## config.mk

```make
export PLATFORM = sky130hd
export DESIGN_NAME = fft8_stream
export DESIGN_NICKNAME = d
export VERILOG_FILES = /design/src/rtl/fft8_pkg.sv /design/src/rtl/fft_bfly2.sv /design/src/rtl/fft8_stream.sv
export SDC_FILE = /design/constraint.sdc
export NUM_CORES = 2
export LEC_CHECK = 0
export ABC_AREA = 1
export BUFFER_PORTS_ARGS = -buffer_cell sky130_fd_sc_hd__buf_2
export CAP_MARGIN = 20
export CORE_MARGIN = 4
export CORE_UTILIZATION = 25
export CTS_BUF_LIST = sky130_fd_sc_hd__clkbuf_8
export DETAILED_ROUTE_END_ITERATION = 12
export SLEW_MARGIN = 10
export SYNTH_ARGS = -nofsm -noshare
export SYNTH_HDL_FRONTEND = slang
export SYNTH_SLANG_ARGS = --single-unit
```

## constraint.sdc

```tcl
create_clock -name clk -period 45.5 [get_ports clk]
set_input_delay 9.1 -clock clk [delete_from_list [all_inputs] [get_ports clk]]
set_output_delay 9.1 -clock clk [all_outputs]
set_load 0.05 [all_outputs]
```

## src/rtl/fft8_pkg.sv

```systemverilog
// fft8_pkg -- shared definitions for the fft8_stream FFT engine.
//   cplx_t      : complex sample {re, im} at the default data width
//   NUM_STAGES  : number of registered butterfly stages
//   NUM_PTS     : transform length
//   cos45()     : W8 twiddle magnitude, round(0.70711 * 2^frac)
//   bitrev3()   : 3-bit bit-reverse index, gives the DIT input pairing
package fft8_pkg;

  localparam int DEF_DATA_W = 16;
  localparam int NUM_STAGES = 3;
  localparam int NUM_PTS    = 8;

  typedef struct packed {
    logic signed [DEF_DATA_W-1:0] re;
    logic signed [DEF_DATA_W-1:0] im;
  } cplx_t;

  function automatic int cos45(input int frac);
    longint num;
    num = (longint'(1) << frac) * 64'sd70711 + 64'sd50000;
    return int'(num / 64'sd100000);
  endfunction

  function automatic int bitrev3(input int idx);
    logic [2:0] b;
    b = idx[2:0];
    return int'({b[0], b[1], b[2]});
  endfunction

endpackage

```

## src/rtl/fft_bfly2.sv

```systemverilog
// fft_bfly2 -- one combinational complex radix-2 butterfly.
//   sum = a + b', dif = a - b', where b' = b, or b' = -j*b when rot_mj = 1.
//   The -j rotation is folded into the add/sub so it stays exact even for
//   the most negative input. Arithmetic is carried at DATA_W+2 bits, then
//   optionally halved (scale = 1, arithmetic >>>1) and reduced to DATA_W.
// Ports:
//   rot_mj        in  apply -j to b before the butterfly
//   scale         in  divide both results by 2
//   a_re..b_im    in  operands, DATA_W signed
//   sum_*, dif_*  out results, DATA_W signed
//   sat           out (FFT8_SAT_EN only) a result was clamped
// Build option: FFT8_SAT_EN selects saturation instead of wrap-around.
module fft_bfly2
  import fft8_pkg::*;
#(
  parameter int DATA_W = 16
) (
  input  logic                     rot_mj,
  input  logic                     scale,
  input  logic signed [DATA_W-1:0] a_re,
  input  logic signed [DATA_W-1:0] a_im,
  input  logic signed [DATA_W-1:0] b_re,
  input  logic signed [DATA_W-1:0] b_im,
  output logic signed [DATA_W-1:0] sum_re,
  output logic signed [DATA_W-1:0] sum_im,
  output logic signed [DATA_W-1:0] dif_re,
  output logic signed [DATA_W-1:0] dif_im
`ifdef FFT8_SAT_EN
  ,
  output logic                     sat
`endif
);

  localparam int SW = DATA_W + 2;

  logic signed [SW-1:0] ar, ai, br, bi;
  logic signed [SW-1:0] s_re, s_im, d_re, d_im;

  always_comb begin
    ar = SW'(a_re);
    ai = SW'(a_im);
    if (rot_mj) begin
      // -j * (re + j im) = im - j re
      br = SW'(b_im);
      bi = -SW'(b_re);
    end else begin
      br = SW'(b_re);
      bi = SW'(b_im);
    end
    s_re = ar + br;
    s_im = ai + bi;
    d_re = ar - br;
    d_im = ai - bi;
    if (scale) begin
      s_re = s_re >>> 1;
      s_im = s_im >>> 1;
      d_re = d_re >>> 1;
      d_im = d_im >>> 1;
    end
  end

`ifdef FFT8_SAT_EN
  localparam logic signed [DATA_W-1:0] DMAX = {1'b0, {(DATA_W-1){1'b1}}};
  localparam logic signed [DATA_W-1:0] DMIN = {1'b1, {(DATA_W-1){1'b0}}};
  localparam logic signed [SW-1:0]     WMAX = SW'(DMAX);
  localparam logic signed [SW-1:0]     WMIN = SW'(DMIN);

  function automatic logic signed [DATA_W-1:0] fit(input logic signed [SW-1:0] v);
    if (v > WMAX) return DMAX;
    if (v < WMIN) return DMIN;
    return DATA_W'(v);
  endfunction

  function automatic logic ovf(input logic signed [SW-1:0] v);
    return (v > WMAX) || (v < WMIN);
  endfunction

  assign sat = ovf(s_re) | ovf(s_im) | ovf(d_re) | ovf(d_im);
`else
  function automatic logic signed [DATA_W-1:0] fit(input logic signed [SW-1:0] v);
    return DATA_W'(v);
  endfunction
`endif

  assign sum_re = fit(s_re);
  assign sum_im = fit(s_im);
  assign dif_re = fit(d_re);
  assign dif_im = fit(d_im);

endmodule

```

## src/rtl/fft8_stream.sv

```systemverilog
// fft8_stream -- pipelined 8-point radix-2 DIT FFT, one frame per cycle.
//   Three registered stages: S1 holds the g terms, S2 the h terms, S3 the
//   final bins (the output registers). All stages advance together when
//   adv = !out_valid || out_ready; otherwise the whole pipe stalls.
// Ports:
//   clk, rst            clock (rising), asynchronous active-high reset
//   in_valid/in_ready   input frame handshake (in_ready = adv)
//   in_re, in_im        x[n] at bits [n*DATA_W +: DATA_W]
//   scale_en            per-frame: halve after every stage
//   out_valid/out_ready output spectrum handshake
//   out_re, out_im      X[k] at bits [k*DATA_W +: DATA_W], natural order
//   sat_flag            (FFT8_SAT_EN only) sticky: some result was clamped
// Build option: define FFT8_SAT_EN to saturate instead of wrapping.
module fft8_stream
  import fft8_pkg::*;
#(
  parameter int DATA_W  = 16,
  parameter int TW_FRAC = 8
) (
  input  logic                  clk,
  input  logic                  rst,
  input  logic                  in_valid,
  output logic                  in_ready,
  input  logic [8*DATA_W-1:0]   in_re,
  input  logic [8*DATA_W-1:0]   in_im,
  input  logic                  scale_en,
  output logic                  out_valid,
  input  logic                  out_ready,
  output logic [8*DATA_W-1:0]   out_re,
  output logic [8*DATA_W-1:0]   out_im
`ifdef FFT8_SAT_EN
  ,
  output logic                  sat_flag
`endif
);

  localparam int SW = DATA_W + 2;             // twiddle pre-sum width
  localparam int PW = DATA_W + TW_FRAC + 4;   // full product width
  localparam logic signed [PW-1:0] C45 = PW'(cos45(TW_FRAC));

  // ---------------------------------------------------------------- control
  logic [NUM_STAGES-1:0] vld_reg;
  logic                  s1_scale_reg, s2_scale_reg;
  logic                  adv, accept;

  assign out_valid = vld_reg[NUM_STAGES-1];
  assign adv       = !out_valid || out_ready;
  // Held low during reset so a frame presented with rst is never accepted.
  assign in_ready  = adv && !rst;
  assign accept    = in_valid && in_ready;

  // ---------------------------------------------------------------- data
  logic signed [DATA_W-1:0] x_re [NUM_PTS];
  logic signed [DATA_W-1:0] x_im [NUM_PTS];
  logic signed [DATA_W-1:0] g_re_next [NUM_PTS], g_im_next [NUM_PTS];
  logic signed [DATA_W-1:0] h_re_next [NUM_PTS], h_im_next [NUM_PTS];
  logic signed [DATA_W-1:0] o_re_next [NUM_PTS], o_im_next [NUM_PTS];
  logic signed [DATA_W-1:0] g_re_reg  [NUM_PTS], g_im_reg  [NUM_PTS];
  logic signed [DATA_W-1:0] h_re_reg  [NUM_PTS], h_im_reg  [NUM_PTS];
  logic signed [DATA_W-1:0] o_re_reg  [NUM_PTS], o_im_reg  [NUM_PTS];
  logic signed [DATA_W-1:0] t_re [4], t_im [4];

  logic [3:0] s1_ovf, s2_ovf, s3_ovf, tw_ovf;

  genvar gi;
  generate
    for (gi = 0; gi < NUM_PTS; gi++) begin : g_io
      assign x_re[gi] = in_re[gi*DATA_W +: DATA_W];
      assign x_im[gi] = in_im[gi*DATA_W +: DATA_W];
      assign out_re[gi*DATA_W +: DATA_W] = o_re_reg[gi];
      assign out_im[gi*DATA_W +: DATA_W] = o_im_reg[gi];
    end

    // Stage 1: 2-point DFTs on bit-reversed pairs (0,4) (2,6) (1,5) (3,7).
    for (gi = 0; gi < 4; gi++) begin : g_s1
      localparam int IA = bitrev3(2*gi);
      localparam int IB = bitrev3(2*gi + 1);
      fft_bfly2 #(.DATA_W(DATA_W)) u_bfly (
        .rot_mj (1'b0),
        .scale  (scale_en),
        .a_re   (x_re[IA]),
        .a_im   (x_im[IA]),
        .b_re   (x_re[IB]),
        .b_im   (x_im[IB]),
        .sum_re (g_re_next[2*gi]),
        .sum_im (g_im_next[2*gi]),
        .dif_re (g_re_next[2*gi+1]),
        .dif_im (g_im_next[2*gi+1])
`ifdef FFT8_SAT_EN
        ,
        .sat    (s1_ovf[gi])
`endif
      );
    end

    // Stage 2: two 4-point combinations; the odd pair takes the -j twiddle.
    for (gi = 0; gi < 4; gi++) begin : g_s2
      localparam int IA = (gi / 2) * 4 + (gi % 2);
      fft_bfly2 #(.DATA_W(DATA_W)) u_bfly (
        .rot_mj (gi % 2 == 1),
        .scale  (s1_scale_reg),
        .a_re   (g_re_reg[IA]),
        .a_im   (g_im_reg[IA]),
        .b_re   (g_re_reg[IA+2]),
        .b_im   (g_im_reg[IA+2]),
        .sum_re (h_re_next[IA]),
        .sum_im (h_im_next[IA]),
        .dif_re (h_re_next[IA+2]),
        .dif_im (h_im_next[IA+2])
`ifdef FFT8_SAT_EN
        ,
        .sat    (s2_ovf[gi])
`endif
      );
    end

    // Stage 3 twiddles on the odd half: k=0 and k=2 are exact (1 and -j,
    // the latter folded into the butterfly); k=1 and k=3 use COS45.
    for (gi = 0; gi < 4; gi++) begin : g_tw
      if (gi == 1 || gi == 3) begin : g_mul
        logic signed [SW-1:0] u_re, u_im;
        logic signed [PW-1:0] p_re, p_im;
        always_comb begin
          if (gi == 1) begin
            // (a + jb) * (1 - j) : re = a + b, im = b - a
            u_re = SW'(h_re_reg[gi+4]) + SW'(h_im_reg[gi+4]);
            u_im = SW'(h_im_reg[gi+4]) - SW'(h_re_reg[gi+4]);
          end else begin
            // (a + jb) * (-1 - j) : re = b - a, im = -a - b
            u_re = SW'(h_im_reg[gi+4]) - SW'(h_re_reg[gi+4]);
            u_im = -SW'(h_re_reg[gi+4]) - SW'(h_im_reg[gi+4]);
          end
          // Floor rounding: arithmetic shift of the full-width product.
          p_re = (PW'(u_re) * C45) >>> TW_FRAC;
          p_im = (PW'(u_im) * C45) >>> TW_FRAC;
        end
        assign t_re[gi]   = fit_tw(p_re);
        assign t_im[gi]   = fit_tw(p_im);
        assign tw_ovf[gi] = ovf_tw(p_re) | ovf_tw(p_im);
      end else begin : g_pass
        assign t_re[gi]   = h_re_reg[gi+4];
        assign t_im[gi]   = h_im_reg[gi+4];
        assign tw_ovf[gi] = 1'b0;
      end
    end

    // Stage 3: X[k] = h[k] + t[k], X[k+4] = h[k] - t[k].
    for (gi = 0; gi < 4; gi++) begin : g_s3
      fft_bfly2 #(.DATA_W(DATA_W)) u_bfly (
        .rot_mj (gi == 2),
        .scale  (s2_scale_reg),
        .a_re   (h_re_reg[gi]),
        .a_im   (h_im_reg[gi]),
        .b_re   (t_re[gi]),
        .b_im   (t_im[gi]),
        .sum_re (o_re_next[gi]),
        .sum_im (o_im_next[gi]),
        .dif_re (o_re_next[gi+4]),
        .dif_im (o_im_next[gi+4])
`ifdef FFT8_SAT_EN
        ,
        .sat    (s3_ovf[gi])
`endif
      );
    end
  endgenerate

`ifdef FFT8_SAT_EN
  localparam logic signed [DATA_W-1:0] DMAX = {1'b0, {(DATA_W-1){1'b1}}};
  localparam logic signed [DATA_W-1:0] DMIN = {1'b1, {(DATA_W-1){1'b0}}};
  localparam logic signed [PW-1:0]     PMAX = PW'(DMAX);
  localparam logic signed [PW-1:0]     PMIN = PW'(DMIN);

  function automatic logic signed [DATA_W-1:0] fit_tw(input logic signed [PW-1:0] v);
    if (v > PMAX) return DMAX;
    if (v < PMIN) return DMIN;
    return DATA_W'(v);
  endfunction

  function automatic logic ovf_tw(input logic signed [PW-1:0] v);
    return (v > PMAX) || (v < PMIN);
  endfunction

  // Sticky clamp indicator; only real (valid, advancing) frames count.
  always_ff @(posedge clk or posedge rst) begin
    if (rst) begin
      sat_flag <= 1'b0;
    end else if (adv && ((accept && |s1_ovf) ||
                         (vld_reg[0] && |s2_ovf) ||
                         (vld_reg[1] && (|s3_ovf || |tw_ovf)))) begin
      sat_flag <= 1'b1;
    end
  end
`else
  function automatic logic signed [DATA_W-1:0] fit_tw(input logic signed [PW-1:0] v);
    return DATA_W'(v);
  endfunction

  function automatic logic ovf_tw(input logic signed [PW-1:0] v);
    return 1'b0 & v[0];
  endfunction

  assign s1_ovf = 4'b0;
  assign s2_ovf = 4'b0;
  assign s3_ovf = 4'b0;

  // Clamp detection is not built in the wrapping variant.
  logic unused_ovf;
  assign unused_ovf = ^{s1_ovf, s2_ovf, s3_ovf, tw_ovf};
`endif

  // ---------------------------------------------------------------- pipeline
  always_ff @(posedge clk or posedge rst) begin
    if (rst) begin
      vld_reg      <= '0;
      s1_scale_reg <= 1'b0;
      s2_scale_reg <= 1'b0;
      for (int i = 0; i < NUM_PTS; i++) begin
        g_re_reg[i] <= '0;
        g_im_reg[i] <= '0;
        h_re_reg[i] <= '0;
        h_im_reg[i] <= '0;
        o_re_reg[i] <= '0;
        o_im_reg[i] <= '0;
      end
    end else if (adv) begin
      vld_reg      <= {vld_reg[NUM_STAGES-2:0], accept};
      s1_scale_reg <= scale_en;
      s2_scale_reg <= s1_scale_reg;
      g_re_reg     <= g_re_next;
      g_im_reg     <= g_im_next;
      h_re_reg     <= h_re_next;
      h_im_reg     <= h_im_next;
      o_re_reg     <= o_re_next;
      o_im_reg     <= o_im_next;
    end
  end

endmodule

```

**Yosys cells after proc, flatten, opt, wreduce, memory -nomap -nowiden**

Index checks and enable logic that the tools add are counted.

- Flip-flop bits (word level): 773
- Input bits: 261
- Logic and storage cells: 164
- Output and inout port bits: 258

- Reductions and logical operators: 5
- Multipliers: 4
- Add/sub/neg operators: 56
- Multiplexer cells: 48

Operators by type and width:

| operator | number |
|---|---|
| $mux W16 | 48 |
| $sub A16 B16 Y17 | 23 |
| $add A16 B16 Y17 | 22 |
| $mul A17 B9 Y24 const B | 3 |
| $add A16 B17 Y17 | 3 |
| $neg A16 Y17 | 3 |
| $sub A16 B17 Y17 | 3 |
| $mul A18 B9 Y24 const B | 1 |
| $neg A16 Y18 | 1 |
| $sub A18 B16 Y18 | 1 |
| $logic_and A1 B1 Y1 | 2 |
| $logic_not A1 Y1 | 2 |
| $logic_or A1 B1 Y1 | 1 |

**Depth between registers and ports, before layout**

- Depth in word-level cells: 5
- Depth in mapped cells: 46
- Gate-level depth less buffers: 44

**Cells and area by module**

From an unflattened synthesis, not the netlist that was laid out.

- Cells, all modules: 17261
- Area, all modules: 107505.6 sq um

By module, submodules not included:

| module | area each (sq um) | sequential area each (sq um) | cells an instance | times used |
|---|---|---|---|---|
| fft8_stream | 44626.6 | 19343.6 | 5510 | 1 |
| fft_bfly2 at g_s2[1].u_bfly ... | 5290.1 | 0.0 | 977 | 5 |
| fft_bfly2 at g_s1[1].u_bfly ... | 5200.0 | 0.0 | 984 | 3 |
| fft_bfly2 at g_s1[0].u_bfly | 5287.6 | 0.0 | 981 | 1 |
| fft_bfly2 at g_s3[3].u_bfly | 5206.2 | 0.0 | 989 | 1 |
| fft_bfly2 at g_s2[0].u_bfly | 5168.7 | 0.0 | 974 | 1 |
| fft_bfly2 at g_s3[2].u_bfly | 5166.2 | 0.0 | 970 | 1 |

**Worst setup path before layout**

Ideal clock, no wire load.

- Path kind: input -> output
- Start point: input out_ready
- End point: output in_ready
- Stages on the path: 4
- Buffers on the path: 2
- Slack: 26.264 ns
- Data required time: 36.400 ns
- Arrival: 10.136 ns
- Cells stage by stage: nor2_4 -> buf_2 -> buf_2 -> nor2_1

- Word-level cells in the longest chain between the ends: 2

Ends and longest elaborated chain:

| item | line | source |
|---|---|---|
| from (decl) | fft8_stream.sv:28 | `input logic out_ready,` |
| $logic_or A1 B1 Y1 | fft8_stream.sv:47 | `assign adv = !out_valid \|\| out_ready;` |
| $logic_and A1 B1 Y1 | fft8_stream.sv:49 | `assign in_ready = adv && !rst;` |
| to (decl) | fft8_stream.sv:23 | `output logic in_ready,` |

Every way passes these cells.

**Worst setup path in the final report**

Same ends and word-level chain as after synthesis.

==> flow_summary_export.csv <==
group,metric,value,unit
yosys,synth_top_area_cell,"dfrtp_1",
layout,fill_cells,41300,
layout,area_delta_synth_final,11.7,%
sta,grt_setup_unrepaired,"no",
clock_network,cts_max_level,4,
clock_network,post_cts_buffers,0,
clock_network,cts_tree,"done",
setup_path,r2r_start,"h_re_reg[10]$_DFFE_PP0N_",
sta,setup_viol,0,
setup_path,end_kind,"output port",
yosys,synth.most_common_cell,"nand2_1",
route,via_count,94500,
setup_path,r2r_end,"out_re[127]$_DFFE_PP0N_",
sta,max_freq,52.5,MHz
clock_network,post_cts_resized,0,
yosys,synth_area_per_cell,6.62,um2
yosys,synth.distinct_cells,66,
yosys,synth_area,92500,um2
grt,grt.met1_usage,29.0,%
sta,period_minus_slack,19.05,ns
clock_network,clockBufferDepth,4,
grt,overflow,0,
setup_path,worstPathArrival,9.95,ns
placed_design,dp_hpwl,327000,um
sta,final.setup_skew,0.102,ns
yosys,ys_top_cells_by_area,"dfrtp_1, nand2_1, ha_1",
route,wl_per_cell,20.3,um
placed_design,io_buffers,518,
setup_path,worstPathRequired,36.40,ns
yosys,yosys-top-cells-count,"nand2_1, nand3_1, inv_1",
grt,use_met3,2.91,%
clock_network,cts-root-buf,"clkbuf_8",
route,drt-initial-drc-count,8852,
hold_path,min-delay-start,"vld_reg[1]$_DFFE_PP0N_",
yosys,async_flop_share,100,%
grt,top_usage_layer,"met2",
route,drt-total-wl,391000,um
status,run_status,"finished clean",
grt,grt_usage,19.8,%
hold_path,hp-class,"reg -> reg",
floorplan,core,369000,um2
hold_path,min_path_cells,2,
setup_path,reg2reg_slack,37.16,ns
clock_network,cts_num_sinks,773,
clock_network,cts_buffers,158,
sta,timing_hold_violations_final,0,
floorplan,ios,519,
route,drcViolationCount,0,
floorplan,rows,223,
setup_path,crit_start,"out_ready",
yosys,synth_nets,15600,
clock_network,worst_skew_pair.late_latency,1.00,ns
grt,antenna_found_initial,60,
setup_path,critPathMaxFanout,32,
sta,finalSetupTns,0,ns
yosys,yosysWarnings,0,
route,viasPerCell,4.89,
yosys,synth_edf_count,0,
yosys,synth_seq_cells,773,
sta,tightest_slew,1.20,ns
clock_network,holdBufCountCts,0,
route,postRouteAntennaNets,0,
sta,maxSlewHeadroom,19.6,%
sta,drv_slew,0,
setup_path,crit_type,"in -> out",
grt,use_met2,29.7,%
floorplan,die_area,380000,um2
layout,nNetsFinal,15800,
run,max-cap-violations,0,
grt,grt_pass1_vias,88500,
yosys,synth_cells,14000,
yosys,yosysSeqAreaShare,20.9,%
floorplan,start_util,25.1,%
setup_path,reg2reg_depth,36,
placed_design,routabilityCongestion,0.974,
setup_path,cp-start-kind,"input port",
layout,drive_above_1_share,6.75,%
grt,grt_pass1_wl,578000,um
yosys,synth_top_area_share,20.9,%
floorplan,die_h,616,um
grt,grt_max_degree,180,
clock_network,clk_pin_slew_worst_paths,0.06,ns
hold_path,hold_end,"vld_reg[2]$_DFFE_PP0N_",
floorplan,die_x,616,um
yosys,synth_flop_cell,"dfrtp_1",
sta,period_share,41.9,%
route,drt_pass1_iterations,8,
-- metrics by stage --
step | cell area (um2) | worst slack [ns] | std cells | hold WS [ns] | utilization (%)
after floorplan | 92500 | 14.70 | 14000 | 0.419 | -
after global placement | 99700 | 26.42 | 19000 | 0.438 | 27.0
after detailed placement | 99700 | 26.43 | 19000 | 0.438 | 27.0
after CTS | 103000 | 26.43 | 19300 | 0.449 | 28.0
after global routing | 103000 | 26.38 | 19300 | 0.488 | 28.0
final | 103000 | 26.45 | 19300 | 0.451 | 28.0
-- routing by layer --
metal	vias to the layer above	wire, um	share of wire [%]
met1	44800	186000	48
met3	490	27400	7.0
met2	3071	163000	42
met4	36	14500	3.7
li1	46100	-	-
met5	-	221	0.056
-- cells by family (layout without fill, tap and decap cells) --
group | after synthesis | after routing | share of synthesized area, %
simple gates | 7231 | 7231 | 33.7
buf+inv | 2507 | 2872 | 10.5
compound gates | 1725 | 1725 | 11.1
fa+ha+maj | 1344 | 1344 | 20.0
flops | 773 | 773 | 20.9
xor+xnor | 389 | 389 | 3.83
other cells | 0 | 33 | 0
-- worst max-delay path: stages --
cell	delay [ns]
buf_2	0.12
nor2_4	0.09
buf_4	0.31
nor2_1	0.10
buf_2	0.23
-- worst max path at each step --
stage                               to  cells after the start
2_1_floorplan  g_im_reg[0]$_DFFE_PP0N_                      1
3_3_place_gp                  in_ready                      5
3_5_place_dp                  in_ready                      5
4_1_cts                       in_ready                      5
5_1_grt                       in_ready                      5
6_report                      in_ready                      5
-- layout by cell type (no fill, tap or decap), drive strengths merged, types with 230 or more instances in the layout --
| master | count |
|---|---|
| nor2 | 820 |
| nand3 | 2118 |
| fa | 230 |
| buf | 577 |
| o21ai | 425 |
| xor2 | 348 |
| inv | 2057 |
| nand2 | 3804 |
| dfrtp | 773 |
| ha | 1114 |
| a21oi | 783 |
-- area by class of cell --
| type | count | area (um2) | area share (%) |
|---|---|---|---|
| timing repair buffer | 577 | 3100 | 3.00 |
| clock inverter | 95 | 891 | 0.863 |
| inverter | 2010 | 7570 | 7.33 |
| multi-input combinational | 10700 | 63500 | 61.5 |
| antenna | 33 | 82.6 | 0.0800 |
| tap | 4950 | 6190 | 6.00 |
| clock buffer | 190 | 2620 | 2.53 |
| sequential | 773 | 19300 | 18.7 |
Power is left out: the tool's default activity adds up to more than one toggle a clock period on the data nets, which glitch-free logic cannot reach.
